## src/rtl/spi_fifo_pkg.sv

```systemverilog
// Shared constants and helpers for the SPI stream FIFO.
// Contents: default payload width/depth, read-pacing counter width,
//           and a power-of-two check used at elaboration.
package spi_fifo_pkg;

    localparam int unsigned DEF_DATA_W = 32;
    localparam int unsigned DEF_DEPTH  = 8;
    localparam int unsigned GAP_CNT_W  = 8;

    // True when v is a non-zero power of two.
    function automatic bit is_pow2(input int unsigned v);
        return (v != 0) && ((v & (v - 1)) == 0);
    endfunction

endpackage

```

## src/rtl/spi_fifo_mem.sv

```systemverilog
// Storage array for the SPI stream FIFO: DEPTH x DATA_W registers,
// one synchronous write port and one asynchronous read port, no reset.
// Ports:
//   i_clk      clock
//   i_wr_en    write enable
//   i_wr_addr  write address
//   i_wr_data  write data
//   i_rd_addr  read address
//   o_rd_data  read data (combinational)
module spi_fifo_mem #(
    parameter int unsigned DATA_W = 32,
    parameter int unsigned DEPTH  = 8,
    parameter int unsigned ADDR_W = $clog2(DEPTH)
) (
    input  logic              i_clk,
    input  logic              i_wr_en,
    input  logic [ADDR_W-1:0] i_wr_addr,
    input  logic [DATA_W-1:0] i_wr_data,
    input  logic [ADDR_W-1:0] i_rd_addr,
    output logic [DATA_W-1:0] o_rd_data
);

    logic [DATA_W-1:0] r_mem [DEPTH];

    // Write port.
    always_ff @(posedge i_clk) begin
        if (i_wr_en) begin
            r_mem[i_wr_addr] <= i_wr_data;
        end
    end

    // Asynchronous read port.
    assign o_rd_data = r_mem[i_rd_addr];

endmodule

```

## src/rtl/spi_sync_fifo.sv

```systemverilog
// Synchronous first-word-fall-through stream FIFO between the APB register
// block and the SPI shift engine, with occupancy level, almost-full/empty
// flags, synchronous flush and a programmable read-pacing gap.
// Optional build macro: SPI_FIFO_OVF_FLAG_EN enables the sticky overflow
// flag ovf_o (cleared by err_clr_i); otherwise ovf_o is tied low.
// Ports:
//   clk_i, rst_i (sync, active-high), flush_i
//   data_i/data_vld_i/data_rdy_o   write side
//   data_o/data_vld_o/data_rdy_i   read side
//   level_o, almost_full_o, almost_empty_o, ovf_o, err_clr_i
module spi_sync_fifo
    import spi_fifo_pkg::*;
#(
    parameter int unsigned DATA_W     = DEF_DATA_W,
    parameter int unsigned DEPTH      = DEF_DEPTH,
    parameter int unsigned ADDR_W     = $clog2(DEPTH),
    parameter int unsigned AFULL_THR  = DEPTH - 1,
    parameter int unsigned AEMPTY_THR = 1,
    parameter int unsigned RD_GAP     = 0
) (
    input  logic              clk_i,
    input  logic              rst_i,
    input  logic              flush_i,
    input  logic [DATA_W-1:0] data_i,
    input  logic              data_vld_i,
    output logic              data_rdy_o,
    output logic [DATA_W-1:0] data_o,
    output logic              data_vld_o,
    input  logic              data_rdy_i,
    output logic [ADDR_W:0]   level_o,
    output logic              almost_full_o,
    output logic              almost_empty_o,
    output logic              ovf_o,
    input  logic              err_clr_i
);

    localparam int unsigned    LVL_W     = ADDR_W + 1;
    localparam logic [LVL_W-1:0] LP_AFULL  = LVL_W'(AFULL_THR);
    localparam logic [LVL_W-1:0] LP_AEMPTY = LVL_W'(AEMPTY_THR);
    localparam logic [GAP_CNT_W-1:0] LP_GAP = GAP_CNT_W'(RD_GAP);

    // Elaboration-time parameter checks.
    if (!is_pow2(DEPTH) || DEPTH < 2) begin : g_chk_depth
        $fatal(1, "spi_sync_fifo: DEPTH must be a power of two >= 2");
    end
    if (ADDR_W != $clog2(DEPTH)) begin : g_chk_addr
        $fatal(1, "spi_sync_fifo: ADDR_W must equal clog2(DEPTH)");
    end
    if (AFULL_THR > DEPTH) begin : g_chk_afull
        $fatal(1, "spi_sync_fifo: AFULL_THR exceeds DEPTH");
    end
    if (RD_GAP > 255) begin : g_chk_gap
        $fatal(1, "spi_sync_fifo: RD_GAP exceeds 255");
    end

    logic [LVL_W-1:0]     r_wr_ptr;
    logic [LVL_W-1:0]     r_rd_ptr;
    logic [LVL_W-1:0]     r_level;
    logic [GAP_CNT_W-1:0] r_gap_cnt;

    logic w_empty;
    logic w_full;
    logic w_push;
    logic w_pop;

    // Extra pointer MSB distinguishes full from empty when low bits match.
    assign w_empty = (r_wr_ptr == r_rd_ptr);
    assign w_full  = (r_wr_ptr[ADDR_W] != r_rd_ptr[ADDR_W]) &&
                     (r_wr_ptr[ADDR_W-1:0] == r_rd_ptr[ADDR_W-1:0]);

    assign data_rdy_o = !w_full && !rst_i;
    assign data_vld_o = !w_empty && (r_gap_cnt == '0);

    // Flush and reset drop any same-cycle transfer, including the array write.
    assign w_push = data_vld_i && data_rdy_o && !flush_i;
    assign w_pop  = data_vld_o && data_rdy_i && !flush_i && !rst_i;

    // Pointer, level and pacing state.
    always_ff @(posedge clk_i) begin
        if (rst_i || flush_i) begin
            r_wr_ptr  <= '0;
            r_rd_ptr  <= '0;
            r_level   <= '0;
            r_gap_cnt <= '0;
        end else begin
            if (w_push) begin
                r_wr_ptr <= r_wr_ptr + LVL_W'(1);
            end
            if (w_pop) begin
                r_rd_ptr <= r_rd_ptr + LVL_W'(1);
            end
            if (w_push && !w_pop) begin
                r_level <= r_level + LVL_W'(1);
            end else if (w_pop && !w_push) begin
                r_level <= r_level - LVL_W'(1);
            end
            if (w_pop) begin
                r_gap_cnt <= LP_GAP;
            end else if (r_gap_cnt != '0) begin
                r_gap_cnt <= r_gap_cnt - GAP_CNT_W'(1);
            end
        end
    end

    assign level_o        = r_level;
    assign almost_full_o  = (r_level >= LP_AFULL);
    assign almost_empty_o = (r_level <= LP_AEMPTY);

`ifdef SPI_FIFO_OVF_FLAG_EN
    logic r_ovf;

    // Sticky overflow: a write attempt while full sets it; set beats clear.
    always_ff @(posedge clk_i) begin
        if (rst_i) begin
            r_ovf <= 1'b0;
        end else if (data_vld_i && w_full) begin
            r_ovf <= 1'b1;
        end else if (err_clr_i) begin
            r_ovf <= 1'b0;
        end
    end

    assign ovf_o = r_ovf;
`else
    logic w_unused_err_clr;

    assign ovf_o            = 1'b0;
    assign w_unused_err_clr = err_clr_i;
`endif

    spi_fifo_mem #(
        .DATA_W (DATA_W),
        .DEPTH  (DEPTH),
        .ADDR_W (ADDR_W)
    ) u_mem (
        .i_clk     (clk_i),
        .i_wr_en   (w_push),
        .i_wr_addr (r_wr_ptr[ADDR_W-1:0]),
        .i_wr_data (data_i),
        .i_rd_addr (r_rd_ptr[ADDR_W-1:0]),
        .o_rd_data (data_o)
    );

endmodule
```

## config.mk

```make
export PLATFORM = sky130hd
export DESIGN_NAME = spi_sync_fifo
export DESIGN_NICKNAME = d
export VERILOG_FILES = /design/src/rtl/spi_fifo_pkg.sv /design/src/rtl/spi_fifo_mem.sv /design/src/rtl/spi_sync_fifo.sv
export SDC_FILE = /design/constraint.sdc
export NUM_CORES = 1
export LEC_CHECK = 0
export CAP_MARGIN = 30
export CELL_PAD_IN_SITES_DETAIL_PLACEMENT = 1
export CELL_PAD_IN_SITES_GLOBAL_PLACEMENT = 1
export CORE_ASPECT_RATIO = 1.4
export CORE_MARGIN = 2
export CORE_UTILIZATION = 40
export DETAILED_ROUTE_END_ITERATION = 7
export DONT_BUFFER_PORTS = 1
export PLACE_DENSITY_LB_ADDON = 0.25
export SYNTH_ARGS = -nofsm -noshare
export SYNTH_HDL_FRONTEND = slang
export SYNTH_SLANG_ARGS = --single-unit
```

## constraint.sdc

```tcl
create_clock -name clk_i -period 5.1 [get_ports clk_i]
set_input_delay 0.51 -clock clk_i [delete_from_list [all_inputs] [get_ports clk_i]]
set_output_delay 0.51 -clock clk_i [all_outputs]
set_load 0.05 [all_outputs]
```

# Yosys cells after proc, flatten, opt, wreduce, memory -nomap -nowiden
# Memories as Yosys holds them, arrays and structs flattened. A register that Yosys moved wholly into a read port is not among the register bits.
# Index checks and enable logic that the tools add are counted.
# word_totals
input_bits	38
mem_count	1
mem_bits_rw	256
elab_cells	42
out_inout_bits	41
regBits	20
# classes
n_mux	6
eq_ne	3
magnitude_cmp	2
reduce_logical	21
addsub	5
# memory_table
memory	depth	word_bits	read_ports	rd_clocked_by_memory_dff	wr	line	source
u_mem.r_mem	8	32	1	1	1	spi_fifo_mem.sv:23	logic [DATA_W-1:0] r_mem [DEPTH];
# op_table
op	n
$add A4 B1 Y4 const B	3
$logic_and A1 B1 Y1	10
$logic_not A8 Y1	1
$mux W4	2
$reduce_bool A8 Y1	1
$sub A8 B1 Y8 const B	1
$logic_not A1 Y1	6
$mux W3	2
$eq A4 B4 Y1	1
$ge A4 B3 Y1 const B	1
$le A4 B1 Y1 const B	1
$sub A4 B1 Y4 const B	1
$eq A3 B3 Y1	1
$mux W1	2
$reduce_bool A2 Y1	1
$reduce_or A2 Y1	1
$logic_or A1 B1 Y1	1
$ne A1 B1 Y1	1

# Longest topological paths before layout
# Gate-level depths: netlist (run 1).
# logic_depth
ltp_word	10
depth_mapped	10
depth_no_buf	10

# Hierarchy
# Synthesis (run 1) repeated with hierarchy kept, for this count alone.
# unflattened
hier_cells	505
hier_area_um2	10966.8
# modules_own_cells
mod	cells_per_inst	instances	seq_area_each_um2	area_per_inst_um2
spi_fifo_mem	383	1	7687.4	9825.7
spi_sync_fifo	122	1	400.4	1141.1

# Least setup slack after synthesis (run 1)
# No wires, ideal clock.
# synth_timing
path_type	register -> register
startpoint	register r_wr_ptr[0]
endpoint	memory u_mem.r_mem[0][0], enable pin
period_less_slack_ns	4.670
path_stages_with_launch	6
path_buffers	1
arrival_time_ns	4.168
setup_slack_ns	0.430
cell_sequence	dfxtp_1 > buf_2 > xor2_2 > o41a_1 > nand2_1 > nor4_1
# synth_via
elab_chain_cells	8
# synth_rtl
item	line	source
start: declaration	spi_sync_fifo.sv:56	logic [LVL_W-1:0] r_wr_ptr;
start signal: assignment	spi_sync_fifo.sv:87	r_wr_ptr <= r_wr_ptr + LVL_W'(1);
$eq A3 B3 Y1	spi_sync_fifo.sv:69	(r_wr_ptr[ADDR_W-1:0] == r_rd_ptr[ADDR_W-1:0]);
$logic_and A1 B1 Y1	spi_sync_fifo.sv:68	assign w_full = (r_wr_ptr[ADDR_W] != r_rd_ptr[ADDR_W]) &&
$logic_not A1 Y1	spi_sync_fifo.sv:71	assign data_rdy_o = !w_full && !rst_i;
$logic_and A1 B1 Y1	spi_sync_fifo.sv:71	
$logic_and A1 B1 Y1 (2 in a row)	spi_sync_fifo.sv:75	assign w_push = data_vld_i && data_rdy_o && !flush_i;
$mux W1	spi_fifo_mem.sv:27	if (i_wr_en) begin
$mux W1 (implied by the code)	spi_fifo_mem.sv:28	r_mem[i_wr_addr] <= i_wr_data;
end: declaration	spi_fifo_mem.sv:23	
# Parallel ways exist; a longest one is shown, timed or not.

==> impl_metrics.py, run 1 <==
metrics = {
    "clock_network": {
        "ctsHoldBuffers": 0,
        "cts_buffer_depth": 3,
        "cts.htree.levels": 1,
        "numCtsBuffers": 27,
        "cts_setup_buffers": 0,
        "cts_tree": "done",
        "post_cts_resize_count": 0,
        "root_buffer": "clkbuf_16",
        "clock_sinks": 279,
        "clk_latency_ps": 540,
        "clkTransAtPathRegs_ps": 70,
    },
    "detailed_routing": {
        "post_drt_wl_per_cell_um": 23.2,
        "drt_pass1_iterations": 4,
        "drc": 0,
        "viasPerCell": 5.25,
        "drt_iter0_markers": 316,
        "vias": 4857,
        "routed_wirelength_mm": 21.5,
        "ant_nets": 0,
    },
    "floorplan": {
        "core_um2": 26700,
        "row_count": 71,
        "io_pins": 79,
        "dieArea_um2": 28500,
        "start_util_pct": 40.6,
        "die_x_um": 143,
        "die_y_um": 199,
    },
    "power_and_ir_drop": {
        "p_leak_nw": 3.76,
        "ir_drop_mv": 0.294,
        "power.density_nw_per_um2": 414,
    },
    "global_route": {
        "grt_remaining_overflow": 0,
        "grt_start_max_net_pins": 65,
        "grt_antenna_before_repair": 0,
        "grt_use_total_pct": 15.8,
        "gr-usage-met2_pct": 28.4,
        "grt_util_met1_pct": 18.6,
        "grt_pass1_vias": 5468,
        "use_met3_pct": 3.71,
        "grt_pass1_wl_mm": 33.2,
        "grt-busiest-layer": "met2",
    },
    "cells_and_area": {
        "finalNonFillerCells": 926,
        "n_antenna_cell": 0,
        "fin_nets": 587,
        "area_delta_synth_final_pct": 13.3,
        "drive_gt1_share_pct": 30.5,
    },
    "sta": {
        "post-route-min-period_ps": 3390,
        "hold_viol": 0,
        "relSlewSlack_pct": 40.7,
        "maxSlewViolCount": 0,
        "rsz0062_at_grt": "no",
        "worstMarginPinSlew_ps": 886,
        "fmax_ghz": 0.295,
        "skew_ps": 23.3,
        "setup_viol": 0,
        "fin_tns_setup_ps": 0,
        "period_share_pct": 66.5,
        "layout_setup_ws_ps": 1710,
    },
    "outcome": {
        "outcome": "complete, no violations",
    },
    "job": {
        "cap_violations": 0,
    },
    "synth": {
        "synthDistinctLibCells": 41,
        "ys_warn_count": 0,
        "synth_edf_count": 256,
        "syn_nets": 566,
        "synth.avg_cell_area_um2": 20.9,
        "syn-cell-area_um2": 10900,
        "seq_area_frac_synth_pct": 75.1,
        "netlist_instances": 520,
        "yosys_most_used_dff": "edfxtp_1",
        "synthArstFlopShare_pct": 0,
        "ys_ff_latch": 279,
    },
    "placed_design": {
        "numPortBuffers": 0,
        "dp_cells": 876,
        "gp_congestion": 0.727,
        "place_hpwl_mm": 12.5,
        "place_ws_ps": 2130,
    },
    "worst_setup_path": {
        "cp-start-kind": "flop",
        "path_class": "reg2out",
        "endpoint_kind": "output pin",
        "slowest_stage": "dfxtp_4",
        "critPathMaxStageDelay_ps": 850,
        "path_cells": "buf_4, mux4_2, mux2_2",
        "crit_fanout": 38,
        "crit_arrival_ps": 2880,
        "cp.required_ps": 4590,
    },
    "hold_path": {
        "hp-class": "in2reg",
    },
}
-- per-stage QoR --
stage          power [W]  hold WS [ps]  utilization, %  instance area (um^2)
4_1_cts          0.00516          38.4            45.9                 12300
3_5_place_dp     0.00315           502            42.5                 11400
6_report         0.00510          63.4            46.0                 12300
2_1_floorplan    0.00306           464               -                 10900
3_3_place_gp     0.00312           486            42.5                 11400
5_1_grt          0.00529          37.7            46.0                 12300
-- flip-flops by register name, summed over array words and instances, names as in the netlist, named ones only --
signal,count
r_gap_cnt,8
level_o,4
r_rd_ptr,4
r_wr_ptr,4
u_mem.r_mem,256
-- synthesized netlist by cell type, types with 6 or more instances --
library cell	instances	area share, %
a21oi_1	11	0.51
buf_2	11	0.51
clkbuf_1	12	0.42
dfxtp_1	23	4.2
edfxtp_1	256	71
ha_1	8	0.92
inv_1	6	0.21
mux2_2	32	3.3
mux4_2	64	13
nand2_1	7	0.24
nand3_1	7	0.32
nor2_1	20	0.69
nor3_1	7	0.32
xnor2_1	8	0.65
-- path summary, 6_finish.rpt --
kind                from                 end  slack [ps]  depth (start not counted)
max                 flop           data_o[1]        1710                          3
min           data_i[18]  u_mem.r_mem[2][18]          60                          0
max reg2reg  r_wr_ptr[0]  u_mem.r_mem[7][10]        2190                          5
min reg2reg  r_wr_ptr[3]         r_wr_ptr[3]         510                          2
-- kinds of logic (layout without fill, tap and decap cells) --
family / after synthesis / after routing / synth area share, %
adder cells (fa/ha/maj): 8 / 8 / 0.922
XOR/XNOR: 14 / 14 / 1.34
buffers and inverters: 33 / 74 / 1.30
AND/OR/NAND/NOR: 64 / 64 / 3.23
multiplexers: 98 / 98 / 16.8
other: 1 / 1 / 0.0346
flip-flops: 279 / 279 / 75.1
AO/OA/AOI/OAI: 23 / 23 / 1.31
-- layer usage --
| metal | vias up | share of wire (%) | routed length [um] |
|---|---|---|---|
| met5 | - | 0 | 0 |
| met4 | 0 | 2.6 | 562 |
| met3 | 33 | 5.7 | 1220 |
| met2 | 96 | 53 | 11400 |
| met1 | 2570 | 39 | 8360 |
| li1 | 2158 | - | - |
-- worst max-delay path, delay by kind of cell (launching register included) --
kind,cells,cell delay (ps)
multiplexers,2,970
flip-flops,1,850
buffers and inverters,1,460
-- power breakdown --
group	total [W]	switching [W]	internal (W)
registers	0.00261	0.0000686	0.00254
clock network	0.00200	0.000825	0.00118
logic	0.000484	0.000270	0.000214
-- cells in the final DEF (no fill, tap or decap), drive strengths merged --
cell      instances
a21o              1
a21oi            11
a31o              1
buf              17
bufinv            4
clkbuf           31
clkinv           10
clkinvlp          2
conb              1
dfxtp            23
edfxtp          256
ha                8
inv              10
mux2             32
mux2i             2
mux4             64
nand2             7
nand2b            2
nand3             7
nand4             2
nor2             20
nor2b             1
nor3              7
nor3b             1
nor4              4
nor4b             2
o21ai             5
o31ai             2
o41a              2
o41ai             1
or2               2
or3               4
or3b              1
or4               4
xnor2             8
xor2              6
-- area by class of cell --
type	instances	area, um^2
sequential	279	8160
timing repair buffer	17	148
fill	2453	14400
multi-input combinational	208	2610
inverter	8	30.0
clock buffer	31	691
tap	365	457
clock inverter	18	204
Power figures use the tool's default switching activity.
==> inputs of run 2 (changes only) <==
Clock period 5.1 ns to 3.25 ns, I/O delays scaled along.
==> run 2 against run 1 <==
  * Utilization grew 1.3 points
  * Register-to-register slack lost 1800 ps
  * Total power grew 58%
  * Wire length grew 0.83%
  * Clock-buffer cell count shrank 2
  * Critical path depth grew 6
  * Non-clock buffer count grew 34
  * Largest cell class unchanged
==> impl_metrics.py, run 2 (synthesis results as in run 1) <==
metrics = {
    "sta": {
        "worstMarginPinSlew_ps": 663,
        "skew_ps": 14.4,
        "maxSlewViolCount": 0,
        "setup_viol": 0,
        "fmax_ghz": 0.347,
        "hold_viol": 0,
        "post-route-min-period_ps": 2880,
        "relSlewSlack_pct": 55.2,
        "rsz0062_at_grt": "no",
        "period_share_pct": 88.7,
        "fin_tns_setup_ps": 0,
    },
    "hold_path": {
        "hold-path-cell-count": 3,
        "hold_end": "r_wr_ptr[0]",
        "hold_path_startpoint": "flush_i",
        "hp-class": "in2reg",
    },
    "worst_setup_path": {
        "crit_fanout": 10,
        "r2r_end": "level_o[3]",
        "cp-start-kind": "flop",
        "r2r_setup_slack_ps": 370,
        "crit_arrival_ps": 3280,
        "path_class": "reg2reg",
        "cp.required_ps": 3650,
        "r2r-start": "r_wr_ptr[0]",
        "reg2reg_depth": 9,
        "endpoint_kind": "flop",
    },
    "global_route": {
        "grt_use_total_pct": 15.6,
        "grt_start_max_net_pins": 37,
        "grt_pass1_vias": 5718,
        "grt_remaining_overflow": 0,
        "grt_pass1_wl_mm": 33.5,
        "grt_antenna_before_repair": 1,
    },
    "placed_design": {
        "dp_cells": 879,
        "gp_congestion": 0.740,
        "place_hpwl_mm": 13.0,
        "numPortBuffers": 0,
        "dpl-instance-area_um2": 11500,
    },
    "detailed_routing": {
        "post_drt_wl_per_cell_um": 22.6,
        "vias": 5012,
        "drt_iter0_markers": 236,
        "drt_pass1_iterations": 4,
        "drc": 0,
        "ant_nets": 0,
        "viasPerCell": 5.22,
        "routed_wirelength_mm": 21.7,
    },
    "floorplan": {
        "die_x_um": 143,
        "start_util_pct": 40.6,
        "dieArea_um2": 28500,
        "die_y_um": 199,
        "row_count": 71,
        "io_pins": 79,
        "core_um2": 26700,
    },
    "clock_network": {
        "cts_setup_buffers": 0,
        "numCtsBuffers": 27,
        "clkTransAtPathRegs_ps": 60,
        "root_buffer": "clkbuf_16",
        "cts_tree": "done",
        "ctsHoldBuffers": 32,
        "cts.htree.levels": 1,
        "clock_sinks": 279,
        "clk_latency_ps": 540,
        "cts_buffer_depth": 3,
        "post_cts_resize_count": 0,
    },
    "cells_and_area": {
        "finalNonFillerCells": 961,
        "area_delta_synth_final_pct": 16.6,
        "largest_register": "u_mem.r_mem",
        "fillCellCount": 2469,
        "mostFrequentLayoutCells": "edfxtp_1, mux4_2, mux2_2, dlygate4sd3_1, clkbuf_16",
        "final_common_cell": "edfxtp_1",
        "top_regs": "u_mem.r_mem (256), r_gap_cnt (8)",
        "n_antenna_cell": 0,
        "fin_area_um2": 12700,
        "largest_reg_flops": 256,
        "drive_gt1_share_pct": 29.2,
        "fin_nets": 621,
    },
    "power_and_ir_drop": {
        "power.density_nw_per_um2": 635,
        "p_leak_nw": 3.89,
        "p_total_w": 0.00803,
        "ir_drop_mv": 0.509,
    },
    "job": {
        "cap_violations": 0,
    },
    "outcome": {
        "outcome": "complete, no violations",
    },
}
[run 2: cell types whose count changed in the layout (fill, tap and decap cells not counted), moves of 2 or more]
cell           change
clkinvlp_4         +2
buf_12             +4
dlygate4sd3_1     +32
clkinv_1           +2
clkbuf_1           -2
[run 2: where the power goes]
group / internal, W / leakage, nW / switching [W]
registers: 0.00398 / 2.49 / 0.000102
logic: 0.000369 / 0.977 / 0.000492
clock network: 0.00176 / 0.420 / 0.00133
[run 2: final cells by class]
| cell class | count | area [um^2] | area share, % |
|---|---|---|---|
| clock buffers | 29 | 683 | 5.40 |
| multi-input cells | 208 | 2630 | 20.8 |
| flip-flops and latches | 279 | 8160 | 64.4 |
| clock inverters | 21 | 190 | 1.50 |
| inverters | 8 | 30.0 | 0.237 |
| repair buffers | 51 | 513 | 4.05 |
| well taps | 365 | 457 | 3.61 |
[run 2: how the worst max path moves through the flow]
stage	from	to	slack (ps)	cells past startpoint
3_5_place_dp	r_wr_ptr[0]	level_o[3]	390	9
6_report	r_wr_ptr[0]	level_o[3]	370	9
2_1_floorplan	r_wr_ptr[0]	u_mem.r_mem[2][0]	-590	5
3_3_place_gp	r_wr_ptr[0]	level_o[3]	430	9
4_1_cts	flop	data_o[8]	340	3
5_1_grt	r_wr_ptr[0]	level_o[3]	140	9
[run 2: routing by layer]
metal / global-route usage, % / share of wire (%) / vias up / wire (um)
met5: 0 / 0.060 / - / 13
met4: 5.05 / 2.5 / 2 / 534
met3: 2.96 / 4.2 / 40 / 919
met2: 28.3 / 53 / 92 / 11500
met1: 18.7 / 40 / 2643 / 8750
li1: - / - / 2235 / -
[run 2: per-stage QoR]
step           hold slack, ps  setup slack, ps  util (%)
4_1_cts                  67.1              344      47.3
2_1_floorplan             424             -592         -
5_1_grt                   101              135      47.3
3_3_place_gp              424              432      42.8
3_5_place_dp              424              391      42.9
6_report                 90.3              369      47.3
[run 2: critical path: stages (launching register included)]
cell     delay (ps)
dfxtp_1         620
xor2_2          180
o41a_1          500
nand2_1         340
inv_2            50
ha_1            240
or4_1           420
a21oi_1         190
xnor2_1         140
nor2_1           60
